**src/rtl/ultrasonic_distance_filter.sv**
```systemverilog
// ultrasonic_distance_filter: periodic sampler with outlier rejection and power-of-two moving average
// Ports: clk; reset (async, active-low); distance_in raw cm; enable runs sampling;
//        distance_out filtered cm; valid window full; update / outlier one-cycle strobes
module ultrasonic_distance_filter #(
    parameter int SAMPLE_CYCLES = 5_000_000,
    parameter int DEPTH_LOG2    = 2,
    parameter int MAX_JUMP      = 40,
    parameter int STALE_LIMIT   = 3
) (
    input  logic       clk,
    input  logic       reset,
    input  logic [7:0] distance_in,
    input  logic       enable,
    output logic [7:0] distance_out,
    output logic       valid,
    output logic       update,
    output logic       outlier
);
    localparam int N  = 1 << DEPTH_LOG2;
    localparam int CW = $clog2(SAMPLE_CYCLES);
    localparam int SW = 8 + DEPTH_LOG2;
    localparam int RW = $clog2(STALE_LIMIT + 2);
    localparam logic [CW-1:0]       LAST  = CW'(SAMPLE_CYCLES - 1);
    localparam logic [DEPTH_LOG2:0] FULL  = (DEPTH_LOG2 + 1)'(N);
    localparam logic [RW-1:0]       STALE = RW'(STALE_LIMIT);
    localparam logic [8:0]          JUMP  = 9'(MAX_JUMP);

    logic [CW-1:0]         cnt_q, cnt_d;
    logic                  en_q;
    logic [7:0]            sample_q, sample_d;
    logic                  pend_q, pend_d;
    logic [7:0]            mem_q [N];
    logic [7:0]            mem_d [N];
    logic [DEPTH_LOG2-1:0] wr_ptr_q, wr_ptr_d;
    logic [DEPTH_LOG2:0]   fill_q, fill_d;
    logic [SW-1:0]         sum_q, sum_d;
    logic [RW-1:0]         reject_run_q, reject_run_d;
    logic [7:0]            dout_q, dout_d;
    logic                  valid_q, valid_d, update_q, update_d, outlier_q, outlier_d;
    logic [8:0]            diff, mag;
    logic                  rise, reject, stale;

    assign rise = enable && !en_q;

    always_comb begin
        cnt_d        = enable ? (cnt_q == LAST ? '0 : cnt_q + 1'b1) : '0;
        pend_d       = enable && cnt_q == LAST;
        sample_d     = pend_d ? distance_in : sample_q;
        diff         = {1'b0, sample_q} - {1'b0, dout_q};
        mag          = diff[8] ? -diff : diff;
        reject       = valid_q && mag > JUMP;
        stale        = pend_q && reject && reject_run_q == STALE;
        mem_d        = mem_q;
        sum_d        = sum_q;
        fill_d       = fill_q;
        wr_ptr_d     = wr_ptr_q;
        reject_run_d = reject_run_q;
        dout_d       = dout_q;
        valid_d      = valid_q;
        update_d     = 1'b0;
        outlier_d    = 1'b0;
        // an enable rising edge or a stale run empties the window; distance_out is kept
        if (rise || stale) begin
            mem_d        = '{default: '0};
            sum_d        = '0;
            fill_d       = '0;
            wr_ptr_d     = '0;
            valid_d      = 1'b0;
            reject_run_d = '0;
        end
        // a flush on the enable edge discards a sample pending in the same cycle
        if (pend_q && !rise) begin
            if (reject && !stale) begin
                reject_run_d = reject_run_q + 1'b1;
                outlier_d    = 1'b1;
            end else begin
                reject_run_d    = '0;
                sum_d           = sum_d - SW'(mem_d[wr_ptr_d]) + SW'(sample_q);
                mem_d[wr_ptr_d] = sample_q;
                wr_ptr_d        = wr_ptr_d + 1'b1;
                fill_d          = fill_d == FULL ? fill_d : fill_d + 1'b1;
                if (fill_d == FULL) begin
                    dout_d   = 8'(sum_d >> DEPTH_LOG2);
                    valid_d  = 1'b1;
                    update_d = 1'b1;
                end
            end
        end
    end

    always_ff @(posedge clk or negedge reset) begin
        if (!reset) begin
            cnt_q        <= '0;
            en_q         <= 1'b0;
            sample_q     <= '0;
            pend_q       <= 1'b0;
            mem_q        <= '{default: '0};
            wr_ptr_q     <= '0;
            fill_q       <= '0;
            sum_q        <= '0;
            reject_run_q <= '0;
            dout_q       <= '0;
            valid_q      <= 1'b0;
            update_q     <= 1'b0;
            outlier_q    <= 1'b0;
        end else begin
            cnt_q        <= cnt_d;
            en_q         <= enable;
            sample_q     <= sample_d;
            pend_q       <= pend_d;
            mem_q        <= mem_d;
            wr_ptr_q     <= wr_ptr_d;
            fill_q       <= fill_d;
            sum_q        <= sum_d;
            reject_run_q <= reject_run_d;
            dout_q       <= dout_d;
            valid_q      <= valid_d;
            update_q     <= update_d;
            outlier_q    <= outlier_d;
        end
    end

    assign distance_out = dout_q;
    assign valid        = valid_q;
    assign update       = update_q;
    assign outlier      = outlier_q;
endmodule

```
**config.mk**
```make
export PLATFORM = sky130hd
export DESIGN_NAME = ultrasonic_distance_filter
export DESIGN_NICKNAME = d
export VERILOG_FILES = /design/src/rtl/ultrasonic_distance_filter.sv
export SDC_FILE = /design/constraint.sdc
export NUM_CORES = 1
export LEC_CHECK = 0
export CORE_ASPECT_RATIO = 1.4
export CORE_UTILIZATION = 55
export CTS_CLUSTER_DIAMETER = 120
export DETAILED_ROUTE_END_ITERATION = 16
export PLACE_DENSITY = 0.8
export SLEW_MARGIN = 20
export SYNTH_ARGS = -nofsm -noshare
export SYNTH_HDL_FRONTEND = slang
export SYNTH_SLANG_ARGS = --single-unit
```
**constraint.sdc**
```tcl
create_clock -name clk -period 5.5 [get_ports clk]
set_input_delay 0.55 -clock clk [delete_from_list [all_inputs] [get_ports clk]]
set_output_delay 0.55 -clock clk [all_outputs]
set_load 0.02 [all_outputs]
```
# After elaboration in Yosys (flattened, before gate mapping)
# Cells that the tools add are included.
[op_classes]
eq_ne = 4
muxes = 34
addsub = 8
reduce_logical = 14
n_bitwise = 2
order_cmp = 3
[ops]
columns = ["operator", "count"]
rows = [
  ["32-bit 2-to-1 mux", 3],
  ["23-bit 2-to-1 mux", 2],
  ["32-bit bitwise mux", 1],
  ["10-bit 2-to-1 mux", 3],
  ["8-bit 2-to-1 mux", 3],
  ["23-bit by 1-bit adder with 23-bit output (second input constant)", 1],
  ["23-bit equality test (second input constant)", 1],
  ["3-bit 2-to-1 mux", 7],
  ["8-bit binary-select mux with 2-bit select", 1],
  ["8-bit demux with 2-bit select", 1],
  ["10-bit by 8-bit adder with 10-bit output", 1],
  ["10-bit by 8-bit subtractor with 10-bit output", 1],
  ["9-bit by 6-bit > comparator with 1-bit output (second input constant)", 1],
  ["1-bit 2-to-1 mux", 9],
  ["9-bit 2-to-1 mux", 1],
  ["9-bit negator", 1],
  ["8-bit by 8-bit subtractor with 9-bit output", 1],
  ["1-bit logical AND", 8],
  ["3-bit by 1-bit adder with 3-bit output (second input constant)", 2],
  ["3-bit equality test (second input constant)", 2],
  ["2-bit 2-to-1 mux", 3],
  ["3-bit by 2-bit equality test with 1-bit output (second input constant)", 1],
  ["3-bit greater-or-equal comparator (second input constant)", 1],
  ["1-bit zero test", 3],
  ["7 further kinds", 7],
]
[word_totals]
inputBits = 11
wordCells = 81
output_inout_bits = 11
register_bits = 94

# Logic depth before layout (Yosys ltp)
[logic_depth]
depth_word = 17
depth_mapped = 29
depth_no_buf = 27

# Worst setup path before layout
# OpenSTA, ideal clock, no wires.
[synth_timing]
path_type = "register -> register"
from = "register dout_q[0] (netlist: distance_out[0])"
to = "register sum_q[9]"
setup_ps = 122
path_stages_with_launch = 27
slack_ps = -340
arrival_time_ps = 5718
cell_sequence = "dfrtp_1 ha_1 inv_1 fa_1 a211oi_2 o21ai_0 a31o_2 a311oi_1 o21ai_1 o2bb2ai_2 o2111ai_2 and2_4 buf_6 clkbuf_1 nand2_1 fa_1 ha_1 a21o_1 a21oi_1 nor2b_1 o21a_1 o41ai_1 o21ai_0 and2_1 a31oi_1 o22ai_1 a32o_1"
[synth_via]
elab_chain_len = 17
elab_cells_between_ends = 21
classes_between = "add/sub: 4; order compare: 1; mux: 9; bitwise: 1; reduce/logical: 6"
[synth_rtl]
columns = ["item", "line", "source"]
rows = [
  ["start, declared", "38", "logic [7:0] dout_q, dout_d;"],
  ["start signal, assigned", "116", "dout_q <= dout_d;"],
  ["8-bit by 8-bit subtractor with 9-bit output (*)", "49", "diff = {1'b0, sample_q} - {1'b0, dout_q};"],
  ["9-bit negator", "50", "mag = diff[8] ? -diff : diff;"],
  ["9-bit 2-to-1 mux (*)", "50", ""],
  ["9-bit by 6-bit > comparator with 1-bit output (*)", "51", "reject = valid_q && mag > JUMP;"],
  ["1-bit logical AND (*)", "51", ""],
  ["1-bit logical AND (2 in a row)", "52", "stale = pend_q && reject && reject_run_q == STALE;"],
  ["1-bit logical OR", "63", "if (rise || stale) begin"],
  ["2-bit 2-to-1 mux", "63", ""],
  ["2-bit NOT with 3-bit output (implied by the code)", "78", "sum_d = sum_d - SW'(mem_d[wr_ptr_d]) + SW'(sample_q);"],
  ["8-bit binary-select mux with 2-bit select", "78", ""],
  ["8-bit 2-to-1 mux (implied by the code) (2 in a row)", "78", ""],
  ["10-bit by 8-bit subtractor with 10-bit output", "78", ""],
  ["10-bit by 8-bit adder with 10-bit output", "78", ""],
  ["10-bit 2-to-1 mux", "73", "if (reject && !stale) begin"],
  ["10-bit 2-to-1 mux (*)", "72", "if (pend_q && !rise) begin"],
  ["named net sum_d[9]", "36", "logic [SW-1:0] sum_q, sum_d;"],
  ["end signal, assigned", "114", "sum_q <= sum_d;"],
  ["end, declared", "36", ""],
]
# Mark *: on every way through the listed nets, which the timed path passes. The rest lies on a longest branch. The select of a mux whose other input is x is not followed.
# A chain may end at the register's enable or synchronous reset.

# Worst setup path after layout
[layout_timing]
from = "register sample_q[0]"
to = "register sum_q[9]"
[layout_via]
elab_chain_len = 17
elab_cells_between_ends = 21
classes_between = "add/sub: 4; order compare: 1; mux: 9; bitwise: 1; reduce/logical: 6"
[layout_rtl]
columns = ["item", "line", "source"]
rows = [
  ["start, declared", "30", "logic [7:0] sample_q, sample_d;"],
  ["start signal, assigned", "109", "sample_q <= sample_d;"],
  ["8-bit by 8-bit subtractor with 9-bit output", "49", ""],
  ["9-bit negator", "50", ""],
  ["9-bit 2-to-1 mux", "50", ""],
  ["9-bit by 6-bit > comparator with 1-bit output", "51", ""],
  ["1-bit logical AND", "51", ""],
  ["1-bit logical AND (2 in a row)", "52", ""],
  ["1-bit logical OR", "63", ""],
  ["2-bit 2-to-1 mux", "63", ""],
  ["2-bit NOT with 3-bit output (implied by the code)", "78", ""],
  ["8-bit binary-select mux with 2-bit select", "78", ""],
  ["8-bit 2-to-1 mux (implied by the code) (2 in a row)", "78", ""],
  ["10-bit by 8-bit subtractor with 10-bit output", "78", ""],
  ["10-bit by 8-bit adder with 10-bit output", "78", ""],
  ["10-bit 2-to-1 mux", "73", ""],
  ["10-bit 2-to-1 mux (*)", "72", ""],
  ["named net sum_d[9]", "36", ""],
]
# Marked as above.

==> qor.csv <==
stage;metric;value;unit
logic_synthesis;synth_top_family_by_area;simple AND/OR/NAND/NOR gates;
global_route;track_usage;25.2;%
cts;htreeDepth;3;
detailed_routing;drtIter0Drc;260;
cts;cts_tree;done;
logic_synthesis;yosys-top-cells-count;dfrtp_1, nand2_1, o21ai_0, nand3_1, nor2_1;
logic_synthesis;synth_edf_count;0;
pwr;clkPwrFrac;44.5;%
floorplanning;die_w;86.8;um
hold_path;hold_class;in -> async;
logic_synthesis;synth_area_leaders;dfrtp_1, ha_1, nand2_1;
cts;clk_path_buf_depth;2;
cts;clkTransAtPathRegs;70;ps
sta;fmax;0.185;GHz
floorplanning;dieArea;10500;um^2
sta;fin_skew;7.82;ps
logic_synthesis;ys_seq_elements;94;
worst_setup_path;crit_type;reg -> reg;
detailed_routing;route.detailed.drc;0;
cts;clkLatencyLatePin;350;ps
logic_synthesis;synth.largest_area_cell;dfrtp_1;
detailed_routing;drtAntennaViolNets;0;
sta;min_period_over_period;98.5;%
layout;antenna_cells;0;
layout;fin_nets;659;
global_route;grt_pass1_vias;4369;
logic_synthesis;synth-xor-area-share;5.86;%
sta;finalHoldViolations;0;
global_route;antenna_found_initial;0;
sta;setup_viol;0;
job;maxCapViolCount;0;
floorplanning;ioPinCount;22;
detailed_routing;wire_per_inst;16.6;um
logic_synthesis;ys_types;58;
pwr;power_density;205;nW/um^2
logic_synthesis;ys.flop_type;dfrtp_1;
logic_synthesis;synth_fa_ha_area_share;9.59;%
logic_synthesis;syn_area;5530;um^2
global_route;grt_pass1_wl;20.3;mm
logic_synthesis;yosys_warnings;0;
sta;fin_ws;84.0;ps
detailed_routing;finalWirelength;12.4;mm
cts;clock_sinks;94;
place;place_congestion;0.857;
detailed_routing;num_vias;4377;
logic_synthesis;yosys.cell_count.top_type;dfrtp_1;
logic_synthesis;avgSynthCellArea;9.52;um^2
pwr;combPwrFrac;2.9;%
pwr;intPower;1.02;mW
floorplanning;num_rows;42;
pwr;switching_share;22.5;%
pwr;ir_drop;0.000165;V
sta;rsz0062_at_grt;true;
worst_setup_path;required;5740;ps
worst_setup_path;cp-start-kind;register;
layout;final_util;66.9;%
cts;cts_made_buffers;9;
sta;slew_violations;0;
detailed_routing;vias_per_cell;5.85;
global_route;grt_max_degree;67;
layout;nFillCells;727;
place;io_buffers;21;
logic_synthesis;ys_seq_area_share;42.5;%
logic_synthesis;syn_nets;629;
logic_synthesis;synth_top_area_share;42.5;%
layout;layout-drive-gt1-share;16.4;%
pwr;p_switching;298;uW
floorplanning;design.core.area;9620;um^2
sta;period_minus_slack;5420;ps
pwr;pwr-share-seq;52.6;%
logic_synthesis;synthArstFlopShare;100;%
layout;syn_to_final_growth;16.4;%
worst_setup_path;worstPathMaxFanout;4;
floorplanning;start_util;57.5;%
status;status;finished clean;
logic_synthesis;synth_cells;581;
detailed_routing;first_pass_iters;5;
logic_synthesis;synthSimpleGateAreaFrac;19.6;%
pwr;p_leak;2.91;nW
cts;cts-root-buf;clkbuf_16;
global_route;gr-total-overflow;0;
worst_setup_path;cp.arrival;5650;ps
floorplanning;die_h;121;um
logic_synthesis;synth_mux_area_share;6.06;%
sta;relSlewSlack;44.4;%
place;hpwl;8.51;mm
sta;worstMarginPinSlew;834;ps
place;pre_cts_ws;-126;ps
logic_synthesis;synth-compound-area-share;12.4;%
worst_setup_path;crit_path_end_kind;register;
==> stage by stage <==
| step | cell area, um^2 | TNS (ps) | std cells | hold WS [ps] | power (mW) |
|---|---|---|---|---|---|
| after detailed placement | 5930 | -126 | 723 | 487 | 0.746 |
| after global routing | 6440 | -329 | 748 | 383 | 1.36 |
| after CTS | 6260 | 0 | 741 | 331 | 1.33 |
| final | 6440 | 0 | 748 | 304 | 1.32 |
| after global placement | 5930 | 0 | 723 | 477 | 0.745 |
| after floorplan | 5540 | 0 | 581 | 254 | 0.721 |
==> state kept, by name, summed over array words and instances (netlist names) <==
name,count
cnt_q,23
distance_out,8
en_q,1
fill_q,3
mem_q,32
outlier,1
pend_q,1
reject_run_q,3
sample_q,8
sum_q,10
update,1
valid,1
wr_ptr_q,2
==> critical path: stages (launching register included) <==
cell       delay (ps)
dfrtp_1           400
inv_2              90
ha_4              140
inv_2              40
fa_2              570
inv_1              70
ha_2              210
and3_1            200
nor3b_2           180
a311oi_1          290
o2bb2ai_2         110
o2111ai_2         250
and2_4            230
nand2_2            70
fa_1              570
ha_1              250
a21o_1            160
a21oi_2           170
nor2b_1            80
o21a_1            240
o41ai_4           270
o21ai_2           130
and2_4            170
a31oi_4           160
o22ai_2            80
a32o_1            210
==> power by group through the flow <==
| stage | logic [mW] | clock network (mW) | registers [mW] |
|---|---|---|---|
| floorplan | 0.0131 | 0 | 0.708 |
| global placement | 0.0369 | 0 | 0.708 |
| detailed placement | 0.0375 | 0 | 0.708 |
| CTS | 0.0384 | 0.593 | 0.695 |
| global route | 0.0445 | 0.620 | 0.695 |
| finish | 0.0389 | 0.588 | 0.695 |
==> final timing paths <==
kind | start | endpoint | slack (ps) | cells after the start
setup / recovery | sample_q[0] | sum_q[9] | 80 | 25
setup reg to reg | sample_q[0] | sum_q[9] | 80 | 25
hold reg to reg | cnt_q[0] | cnt_q[0] | 490 | 1
min in group clk | cnt_q[0] | cnt_q[0] | 490 | 1
max in group asynchronous | reset | distance_out[0] | 4260 | 2
hold / removal | reset | cnt_q[10] | 300 | 1
==> cell families after synthesis <==
group,after synthesis
fa+ha+maj,37
xor+xnor,37
simple gates,230
mux,22
flops,94
compound gates,106
buf+inv,55
==> placed cells by master (no fill, tap or decap), types with 5 or more instances in the layout <==
| cell | synthesis | final |
|---|---|---|
| xor2_1 | 19 | 18 |
| mux4_2 | 8 | 8 |
| o21ai_0 | 51 | 45 |
| nand2_1 | 88 | 87 |
| a21oi_2 | 0 | 5 |
| nand3_1 | 45 | 45 |
| a21oi_1 | 16 | 11 |
| nand4_1 | 5 | 5 |
| xnor2_1 | 18 | 16 |
| nand2b_1 | 7 | 6 |
| clkbuf_16 | 0 | 9 |
| mux2_2 | 12 | 12 |
| fa_1 | 9 | 7 |
| buf_4 | 0 | 25 |
| and3_1 | 13 | 13 |
| nor3_1 | 7 | 6 |
| inv_1 | 27 | 25 |
| dfrtp_1 | 94 | 92 |
| o21ai_1 | 2 | 7 |
| nor2b_1 | 6 | 6 |
| ha_1 | 28 | 24 |
| clkdlybuf4s50_1 | 0 | 20 |
| nor2_1 | 38 | 36 |
==> final cells by class <==
class	instances	area [um^2]	area share (%)
tap	132	165	2.57
timing repair buffer	46	408	6.34
inverter	28	105	1.63
sequential	94	2350	36.6
clock inverter	5	33.8	0.525
multi-input combinational	432	3130	48.6
clock buffer	11	243	3.77
==> metal layers <==
metal	track usage (%)	vias to the layer above	share of wire, %
met5	0	-	0
met4	11.0	0	2.7
met3	4.78	32	3.7
met2	42.1	110	51
met1	31.6	2165	43
li1	-	2070	-
==> what timing repair did <==
action,CTS,global route
endpoints found under the setup margin,1,12
hold buffers,0,0
gates resized for setup,9,30
pin swaps,7,26
buffers inserted,2,7
Note: power is estimated with default switching activity, not from simulation.
